===== src/rtl/mem_pkg.sv =====
// Shared definitions for the shared-RAM arbiter slice: arbitration modes and a
// ceil-log2 helper used to size the round-robin pointer.
package mem_pkg;

  typedef enum logic {
    ARB_RR    = 1'b0,
    ARB_FIXED = 1'b1
  } arb_mode_e;

  function automatic int unsigned clog2(input int unsigned n);
    int unsigned r;
    r = 0;
    while ((32'd1 << r) < n) r++;
    return r;
  endfunction

endpackage


===== src/rtl/rr_arbiter.sv =====
// One-hot grant generator for NUM_CH masters: round-robin or fixed priority,
// with a lock owner that is re-granted for back-to-back accesses.
module rr_arbiter
  import mem_pkg::*;
#(
  parameter int unsigned NUM_CH   = 2,
  parameter int unsigned ARB_MODE = 0
) (
  input  logic              clk,
  input  logic              rst_n,
  input  logic [NUM_CH-1:0] req,
  input  logic [NUM_CH-1:0] lock,
  output logic [NUM_CH-1:0] gnt
);

  localparam int unsigned PTR_W = (NUM_CH > 1) ? clog2(NUM_CH) : 1;
  localparam arb_mode_e   MODE  = arb_mode_e'(ARB_MODE[0]);

  generate
    if (NUM_CH == 1) begin : g_single
      assign gnt = req;
    end else begin : g_multi
      logic [PTR_W-1:0]  ptr, ptr_next;
      logic [PTR_W-1:0]  owner, owner_next;
      logic              owner_vld, owner_vld_next;
      logic [PTR_W-1:0]  grant_idx, idx;
      logic              found, locked;
      logic [NUM_CH-1:0] gnt_c;
      int unsigned       cand;

      always_comb begin
        gnt_c          = '0;
        ptr_next       = ptr;
        owner_next     = owner;
        owner_vld_next = 1'b0;
        grant_idx      = '0;
        idx            = '0;
        cand           = 0;
        found          = 1'b0;
        locked         = 1'b0;

        // A held lock overrides both arbitration modes and freezes the pointer.
        if (owner_vld && req[owner]) begin
          grant_idx = owner;
          found     = 1'b1;
          locked    = 1'b1;
        end else if (MODE == ARB_FIXED) begin
          for (int unsigned i = 0; i < NUM_CH; i++) begin
            idx = PTR_W'(i);
            if (!found && req[idx]) begin
              grant_idx = idx;
              found     = 1'b1;
            end
          end
        end else begin
          for (int unsigned i = 0; i < NUM_CH; i++) begin
            cand = 32'(ptr) + i;
            if (cand >= NUM_CH) cand = cand - NUM_CH;
            idx = PTR_W'(cand);
            if (!found && req[idx]) begin
              grant_idx = idx;
              found     = 1'b1;
            end
          end
        end

        if (found) begin
          gnt_c[grant_idx] = 1'b1;
          owner_vld_next   = lock[grant_idx];
          owner_next       = grant_idx;
          if (!locked && MODE == ARB_RR)
            ptr_next = (grant_idx == PTR_W'(NUM_CH - 1)) ? '0 : grant_idx + 1'b1;
        end
      end

      always_ff @(posedge clk or negedge rst_n) begin
        if (!rst_n) begin
          ptr       <= '0;
          owner     <= '0;
          owner_vld <= 1'b0;
        end else begin
          ptr       <= ptr_next;
          owner     <= owner_next;
          owner_vld <= owner_vld_next;
        end
      end

      assign gnt = gnt_c;
    end
  endgenerate

endmodule


===== src/rtl/shared_ram_arbiter.sv =====
// Single synchronous RAM shared by NUM_CH masters through rr_arbiter; read data,
// read-valid and range-error are registered one cycle after the grant.
module shared_ram_arbiter
  import mem_pkg::*;
#(
  parameter int unsigned DATA_W   = 8,
  parameter int unsigned ADDR_W   = 8,
  parameter int unsigned DEPTH    = 256,
  parameter int unsigned NUM_CH   = 2,
  parameter int unsigned ARB_MODE = 0
) (
  input  logic                     clk,
  input  logic                     rst_n,
  input  logic [NUM_CH-1:0]        req,
  input  logic [NUM_CH-1:0]        we,
  input  logic [NUM_CH-1:0]        lock,
  input  logic [NUM_CH*ADDR_W-1:0] addr,
  input  logic [NUM_CH*DATA_W-1:0] din,
  output logic [NUM_CH-1:0]        gnt,
  output logic [NUM_CH-1:0]        rvalid,
  output logic [DATA_W-1:0]        dout,
  output logic                     err
);

  logic [NUM_CH-1:0] arb_gnt;
  logic [ADDR_W-1:0] sel_addr;
  logic [DATA_W-1:0] sel_din;
  logic              sel_we, sel_vld, in_range;
  logic [DATA_W-1:0] mem [DEPTH];

  rr_arbiter #(
    .NUM_CH  (NUM_CH),
    .ARB_MODE(ARB_MODE)
  ) u_arb (
    .clk  (clk),
    .rst_n(rst_n),
    .req  (req),
    .lock (lock),
    .gnt  (arb_gnt)
  );

  // Grant is masked during reset so no access can commit while rst_n is low.
  assign gnt = rst_n ? arb_gnt : '0;

  always_comb begin
    sel_vld  = 1'b0;
    sel_we   = 1'b0;
    sel_addr = '0;
    sel_din  = '0;
    for (int unsigned i = 0; i < NUM_CH; i++) begin
      if (gnt[i]) begin
        sel_vld  = 1'b1;
        sel_we   = we[i];
        sel_addr = addr[i*ADDR_W +: ADDR_W];
        sel_din  = din[i*DATA_W +: DATA_W];
      end
    end
  end

  assign in_range = (32'(sel_addr) < DEPTH);

  always_ff @(posedge clk) begin
    if (sel_vld && sel_we && in_range)
      mem[sel_addr] <= sel_din;
  end

  always_ff @(posedge clk or negedge rst_n) begin
    if (!rst_n) begin
      rvalid <= '0;
      dout   <= '0;
      err    <= 1'b0;
    end else begin
      rvalid <= (sel_vld && !sel_we) ? gnt : '0;
      err    <= sel_vld && !in_range;
      if (sel_vld && !sel_we)
        dout <= in_range ? mem[sel_addr] : '0;
    end
  end

endmodule


===== config.mk =====
export PLATFORM = sky130hd
export DESIGN_NAME = shared_ram_arbiter
export DESIGN_NICKNAME = d
export VERILOG_FILES = /design/src/rtl/mem_pkg.sv /design/src/rtl/rr_arbiter.sv /design/src/rtl/shared_ram_arbiter.sv
export SDC_FILE = /design/constraint.sdc
export NUM_CORES = 2
export LEC_CHECK = 0
export ABC_AREA = 0
export CORE_UTILIZATION = 40
export DETAILED_ROUTE_END_ITERATION = 6
export PLACE_DENSITY = 0.51
export SETUP_SLACK_MARGIN = 0.1
export SLEW_MARGIN = 25
export SYNTH_ARGS = -nofsm -noshare
export SYNTH_HDL_FRONTEND = slang
export SYNTH_SLANG_ARGS = --single-unit

===== constraint.sdc =====
create_clock -name clk -period 12.04 [get_ports clk]
set_clock_uncertainty 0.05 [all_clocks]
set_input_delay 1.806 -clock clk [delete_from_list [all_inputs] [get_ports clk]]
set_output_delay 1.806 -clock clk [all_outputs]
set_load 0.01 [all_outputs]

* Word level (Yosys, flattened, before mapping)
Memory sizes are Yosys's and may differ from the RTL's. A register that Yosys moved wholly into a read port is not among the register bits.
Cells that the tools add are included.
** Cells by class
- Add/subtract/negate cells :: 4
- Multipliers :: 0
- Div/mod/pow operators :: 0
- Magnitude comparators :: 7
- Equal/unequal tests :: 0
- Shifts and indexed selects :: 0
- Mux-type cells :: 37
- Bitwise logic cells :: 1
- Reduce and logical (&&, ||, !) cells :: 9
** Operator list (number)
- 8-bit 2-to-1 mux :: 4
- 1-bit 2-to-1 mux :: 29
- 1-bit by 2-bit < comparator with 1-bit output, second input constant :: 4
- 2-bit 2-to-1 mux :: 3
- 1-bit logical AND :: 5
- 1-bit logical NOT :: 3
- 1-bit by 1-bit adder with 2-bit output, second input constant :: 1
- 1-bit by 2-bit >= comparator with 1-bit output, second input constant :: 1
- 2-bit >= comparator, second input constant :: 1
- 2-bit AND reduction :: 1
- 1-bit subtractor, second input constant :: 2
- 1-bit adder, second input constant :: 1
- 1-bit demux with 1-bit select :: 1
- 1-bit >= comparator, second input constant :: 1
- 1-bit NOT :: 1
** Storage, ports and cells
- Bits in registers :: 5
- Latch bits :: 0
- Memory bits (writable) :: 2048
- ROM bits :: 0
- Input port bits :: 40
- Output and inout bits :: 13
- Word-level logic and storage cells :: 63
- Memories :: 1
** Memory list
- mem :: depth 256, bits a word 8, rd ports 1, clocked after memory_dff 1, write ports 1, line shared_ram_arbiter.sv:29 : logic [DATA_W-1:0] mem [DEPTH];

* Logic depth before layout (Yosys ltp)
- Depth after elaboration :: 23
- Mapped depth :: 13
- Depth with buffers taken out :: 9

* Hierarchy
Synthesis repeated with hierarchy kept, for this count alone.
** Second synthesis, totals
- Cells, all modules :: 6123
- Area total of the unflattened synthesis :: 82166.3 um^2
** By module, submodules not included
- shared_ram_arbiter :: times used 1, cells an instance 6107, area an instance 82014.9 um^2
- rr_arbiter :: times used 1, cells an instance 16, area an instance 151.4 um^2

* Least setup slack after synthesis
Ideal clock, no wire load.
- Path type :: in2reg
- From :: in req[0]
- To :: mem mem[0][0], data pin
- Setup time :: 1.573 ns
- Data arrival time :: 9.795 ns
- Data required time :: 10.417 ns
- Setup slack :: 0.622 ns
- Stages :: 7
- Path buffers :: 3
- Path through :: clkbuf_1 inv_1 o21ai_1 buf_2 buf_1 nand2_1 a21oi_1
** On the way
- Cells in the longest elaborated chain, start to end :: 16
** RTL lines
- from (decl) :: line shared_ram_arbiter.sv:14 : input logic [NUM_CH-1:0] req,
- 1-bit 2-to-1 mux (not written as such) (2 in a row) :: line rr_arbiter.sv:60 : if (!found && req[idx]) begin
- 1-bit 2-to-1 mux :: line rr_arbiter.sv:60
- 1-bit 2-to-1 mux :: line rr_arbiter.sv:43 : if (owner_vld && req[owner]) begin
- 1-bit logical NOT :: line rr_arbiter.sv:60
- 1-bit logical AND :: line rr_arbiter.sv:60
- 1-bit 2-to-1 mux :: line rr_arbiter.sv:60
- 1-bit 2-to-1 mux :: line rr_arbiter.sv:43
- 1-bit by 2-bit < comparator with 1-bit output (not written as such) / 1-bit >= comparator (equally long branches) :: line rr_arbiter.sv:68 : gnt_c[grant_idx] = 1'b1;
- 1-bit logical AND (not written as such) :: line rr_arbiter.sv:68
- 1-bit 2-to-1 mux (not written as such) :: line rr_arbiter.sv:68
- 1-bit demux with 1-bit select
- 2-bit 2-to-1 mux (*) :: line rr_arbiter.sv:67 : if (found) begin
- 2-bit 2-to-1 mux (*) :: line shared_ram_arbiter.sv:43 : assign gnt = rst_n ? arb_gnt : '0;
- 8-bit 2-to-1 mux :: line shared_ram_arbiter.sv:51 : if (gnt[i]) begin
- 8-bit 2-to-1 mux (*) :: line shared_ram_arbiter.sv:51
- net sel_din[0] :: line shared_ram_arbiter.sv:27 : logic [DATA_W-1:0] sel_din;
- to (decl) :: line shared_ram_arbiter.sv:29
Mark *: on every way through the listed nets, which the timed path passes. The rest lies on a longest branch. The select of a mux whose other input is x is not followed.

* Final worst setup path
- From :: in req[1]
- To :: reg dout[5], read port of mem
** On the way
- Cells in the longest elaborated chain, start to end :: 18
** RTL lines
- 1-bit 2-to-1 mux (not written as such) (2 in a row) :: line rr_arbiter.sv:60
- 1-bit 2-to-1 mux :: line rr_arbiter.sv:60
- 1-bit 2-to-1 mux :: line rr_arbiter.sv:43
- 1-bit logical NOT :: line rr_arbiter.sv:60
- 1-bit logical AND :: line rr_arbiter.sv:60
- 1-bit 2-to-1 mux :: line rr_arbiter.sv:60
- 1-bit 2-to-1 mux :: line rr_arbiter.sv:43
- 1-bit by 2-bit < comparator with 1-bit output (not written as such) / 1-bit >= comparator (equally long branches) :: line rr_arbiter.sv:68
- 1-bit logical AND (not written as such) :: line rr_arbiter.sv:68
- 1-bit 2-to-1 mux (not written as such) :: line rr_arbiter.sv:68
- 1-bit demux with 1-bit select
- 2-bit 2-to-1 mux (*) :: line rr_arbiter.sv:67
- 2-bit 2-to-1 mux (*) :: line shared_ram_arbiter.sv:43
- 1-bit 2-to-1 mux (2 in a row) :: line shared_ram_arbiter.sv:51
- 1-bit logical NOT :: line shared_ram_arbiter.sv:75 : if (sel_vld && !sel_we)
- 1-bit logical AND :: line shared_ram_arbiter.sv:75
- to (decl) :: line shared_ram_arbiter.sv:21 : output logic [DATA_W-1:0] dout,
Mark *: on every way between the ends. The rest lies on a longest branch, timed or not. The select of a mux whose other input is x is not followed.
A chain may end at the register's enable or synchronous reset.

==> impl_metrics.json <==
{
  "fill_cells": 16040,
  "ys_async_sr_fraction_pct": 0.6308,
  "fin_nets": 4567,
  "setup_slack_ns": 5.303,
  "ant_nets": 0,
  "gp_congestion": 0.7989,
  "synth_compound_area_share_pct": 12.18,
  "cts_buffers": 208,
  "grt_start_max_net_pins": 204,
  "cts_buffer_depth": 3,
  "p_seq_share_pct": 51.8,
  "htree_levels": 4,
  "grt_use_total_pct": 22.72,
  "grt_pass1_wl_mm": 315.6,
  "synth_cells": 4519,
  "comb_power_share_pct": 7.5,
  "required_ns": 12.75,
  "dr_total_vias": 43820,
  "multi_input_area_mm2": 0.01315,
  "power_per_cell_area_mw_per_mm2": 179.4,
  "critPathArrivalTime_ns": 7.44,
  "hp-class": "reg2reg",
  "clk_latency_ns": 0.86,
  "clkTransAtPathRegs_ns": 0.06,
  "cp_slowest_cell": "clkdlybuf4s50_1",
  "syn_area_per_cell_um2": 16.83,
  "yosys-top-cells-area": "edfxtp_1 81%, a222oi_1 5.1%, a21oi_1 3.5%",
  "pin_count": 53,
  "p_switching_mw": 3.632,
  "tns_ns": 0,
  "synth_top_area_share_pct": 80.85,
  "grt-ovfl-total": 0,
  "via_per_inst": 6.087,
  "status": "finished with violations",
  "slew_violations": 0,
  "hold_viol": 0,
  "synthXorXnorAreaFrac_pct": 0.01151,
  "rows": 159,
  "wirelength_mm": 221.2,
  "maxCapViolations": 0,
  "synth.area.mux_share_pct": 0.03290,
  "drt_iter0_drc": 6250,
  "reg2reg_from": "u_arb.g_multi.owner_vld$_DFF_PN0_",
  "power.leakage_nw": 26.28,
  "tightestPinTransition_ns": 1.118,
  "synth_top_family_by_area": "compound AO/OA/AOI/OAI gates",
  "grt_pass1_vias": 42170,
  "fp.dieArea_mm2": 0.1919,
  "post_drt_wl_per_cell_um": 30.73,
  "p_int_mw": 11.83,
  "cp-start-kind": "input port",
  "synth-main-ff-cell": "edfxtp_1",
  "cts_sinks": 2061,
  "cp-startpoint": "req[1]",
  "p_sw_share_pct": 23.50,
  "post_dp_cell_area_mm2": 0.07946,
  "crit_end": "dout[5]$_DFFE_PN0P_",
  "critPathKind": "in2reg",
  "grt_antenna_before_repair": 11,
  "cts_tree": "done",
  "yosysWarnings": 0,
  "syn_nets": 4559,
  "rr_worst_depth": 12,
  "post_cts_buffers": 0,
  "pre_cts_slack_ns": 4.562,
  "dp_hpwl_mm": 122.5,
  "fin_area_mm2": 0.08616,
  "yosysTopAreaCell": "edfxtp_1",
  "dp_cells": 6809,
  "rr_endpoint": "dout[5]$_DFFE_PN0P_",
  "synthSimpleGateAreaFrac_pct": 4.706,
  "drc": 8,
  "power_mw": 15.46,
  "synth_seq_cells": 2061,
  "maxSlewHeadroom_pct": 25.18,
  "die_y_um": 438.1,
  "r2r_slack_ns": 6.58,
  "utilization_pct": 45.74,
  "cts-root-buf": "clkbuf_16",
  "seq_area_mm2": 0.06182,
  "yosysUniqueCellTypes": 48,
  "fin_crit_sh_pct": 55.96,
  "violations": "design-rule violations",
  "syn_to_final_growth_pct": 13.28,
  "rsz0062_at_grt": "false",
  "fin_cells": 7198,
  "max_freq_mhz": 148.4,
  "finalSetupViolations": 0,
  "synth_adder_area_share_pct": 0,
  "cts_hold_buffers": 0,
  "cp-end-kind": "flip-flop",
  "core_area_mm2": 0.1884,
  "hold_ws_ns": 0.5682,
  "slowest_delay_ns": 0.96,
  "synth_most_common_cell": "edfxtp_1",
  "synth_edf_count": 2048,
  "worstPathMaxFanout": 54,
  "ir_drop_mv": 0.1922,
  "dr.pass1.iters": 7,
  "drive_gt1_share_pct": 8.773,
  "die_x_um": 438.1,
  "fin_crit_ns": 6.737,
  "synthTopCellsByCount": "2048 x edfxtp_1, 529 x a21oi_1, 406 x nand2_1",
  "ctsResizeCount": 0,
  "netlist_area_mm2": 0.07606,
  "synth_seq_area_share_pct": 81.28,
  "start_util_pct": 40.37,
  "crit_chain": "clkdlybuf4s50_1 -> a21boi_2 -> buf_4 -> o311a_4 -> buf_4 -> buf_4 -> a221oi_1 -> nand2_1 -> nand4_1 -> a41oi_1 -> nor4_1 -> o21ai_0",
  "port_buffers": 51,
  "cp_common_cell": "buf_4",
  "clockPowerShare_pct": 40.7
}
## sequential cells by signal, indices dropped and copies added (netlist names)
name,count
dout,8
mem,2048
rvalid,2
u_arb.g_multi.owner,1
u_arb.g_multi.owner_vld,1
u_arb.g_multi.ptr,1
## layout by cell type (no fill, tap or decap), types with 8 or more instances in the layout
| cell | n |
|---|---|
| clkbuf_1 | 52 |
| a22oi_1 | 151 |
| nor2_1 | 274 |
| nand3_1 | 29 |
| nand4_1 | 108 |
| bufinv_16 | 15 |
| a41oi_1 | 29 |
| a21oi_1 | 521 |
| nand2_2 | 16 |
| buf_12 | 16 |
| edfxtp_1 | 2048 |
| clkinv_1 | 48 |
| dfrtp_1 | 13 |
| clkinv_8 | 8 |
| buf_4 | 66 |
| a21oi_4 | 8 |
| clkinv_2 | 32 |
| clkdlybuf4s50_1 | 50 |
| clkbuf_16 | 209 |
| a221oi_1 | 128 |
| a222oi_1 | 384 |
| o21ai_0 | 8 |
| nand2_1 | 390 |
## worst min path at each step
stage                                          from                       endpoint  slack (ns)  depth (start not counted)
floorplan                       dout[0]$_DFFE_PN0P_            dout[0]$_DFFE_PN0P_        0.47                          2
global placement      u_arb.g_multi.ptr$_DFFE_PN0P_  u_arb.g_multi.ptr$_DFFE_PN0P_        0.55                          2
detailed placement  u_arb.g_multi.owner$_DFFE_PN0P_  u_arb.g_multi.ptr$_DFFE_PN0P_        0.55                          2
CTS                   u_arb.g_multi.ptr$_DFFE_PN0P_  u_arb.g_multi.ptr$_DFFE_PN0P_        0.57                          2
global route          u_arb.g_multi.ptr$_DFFE_PN0P_  u_arb.g_multi.ptr$_DFFE_PN0P_        0.60                          2
finish                u_arb.g_multi.ptr$_DFFE_PN0P_  u_arb.g_multi.ptr$_DFFE_PN0P_        0.57                          2
## power by group through the flow
| stage | sequential, mW | clock, mW | combinational (mW) |
|---|---|---|---|
| after global routing | 8.01 | 6.63 | 1.23 |
| final | 8.01 | 6.29 | 1.16 |
| after floorplan | 8.22 | 0 | 0.616 |
| after global placement | 8.16 | 0 | 1.15 |
| after CTS | 8.01 | 6.38 | 1.16 |
| after detailed placement | 8.16 | 0 | 1.16 |
## per-layer routing
layer | vias up | GRT usage [%] | wire length [um]
met5 | - | 0 | 0
met4 | 0 | 6.615 | 5477
met3 | 255 | 4.235 | 17860
met2 | 1961 | 34.83 | 102600
met1 | 22820 | 33.02 | 95290
li1 | 18780 | - | -
## final cells by class
cell class | instances | share of cell area (%)
multi-input combinational | 2111 | 15.26
tap | 2495 | 3.623
clock buffer | 267 | 6.392
antenna | 7 | 0.02033
sequential | 2061 | 71.75
timing repair buffer | 139 | 1.668
clock inverter | 112 | 1.258
inverter | 6 | 0.02614
## critical path, delay by kind of cell
| family | cells | cell delay [ns] |
|---|---|---|
| AND/OR/NAND/NOR | 3 | 0.57 |
| buffers and inverters | 4 | 2.46 |
| AO/OA/AOI/OAI | 5 | 2.42 |
## cell families after synthesis
logic type                count (synthesis)
AOI/OAI and AO/OA                      1260
muxes                                     2
xor gates and xnor gates                  1
buffers and inverters                   347
DFF                                    2061
and+or+nand+nor                         847
other                                     1
Power figures use the tool's default switching activity.
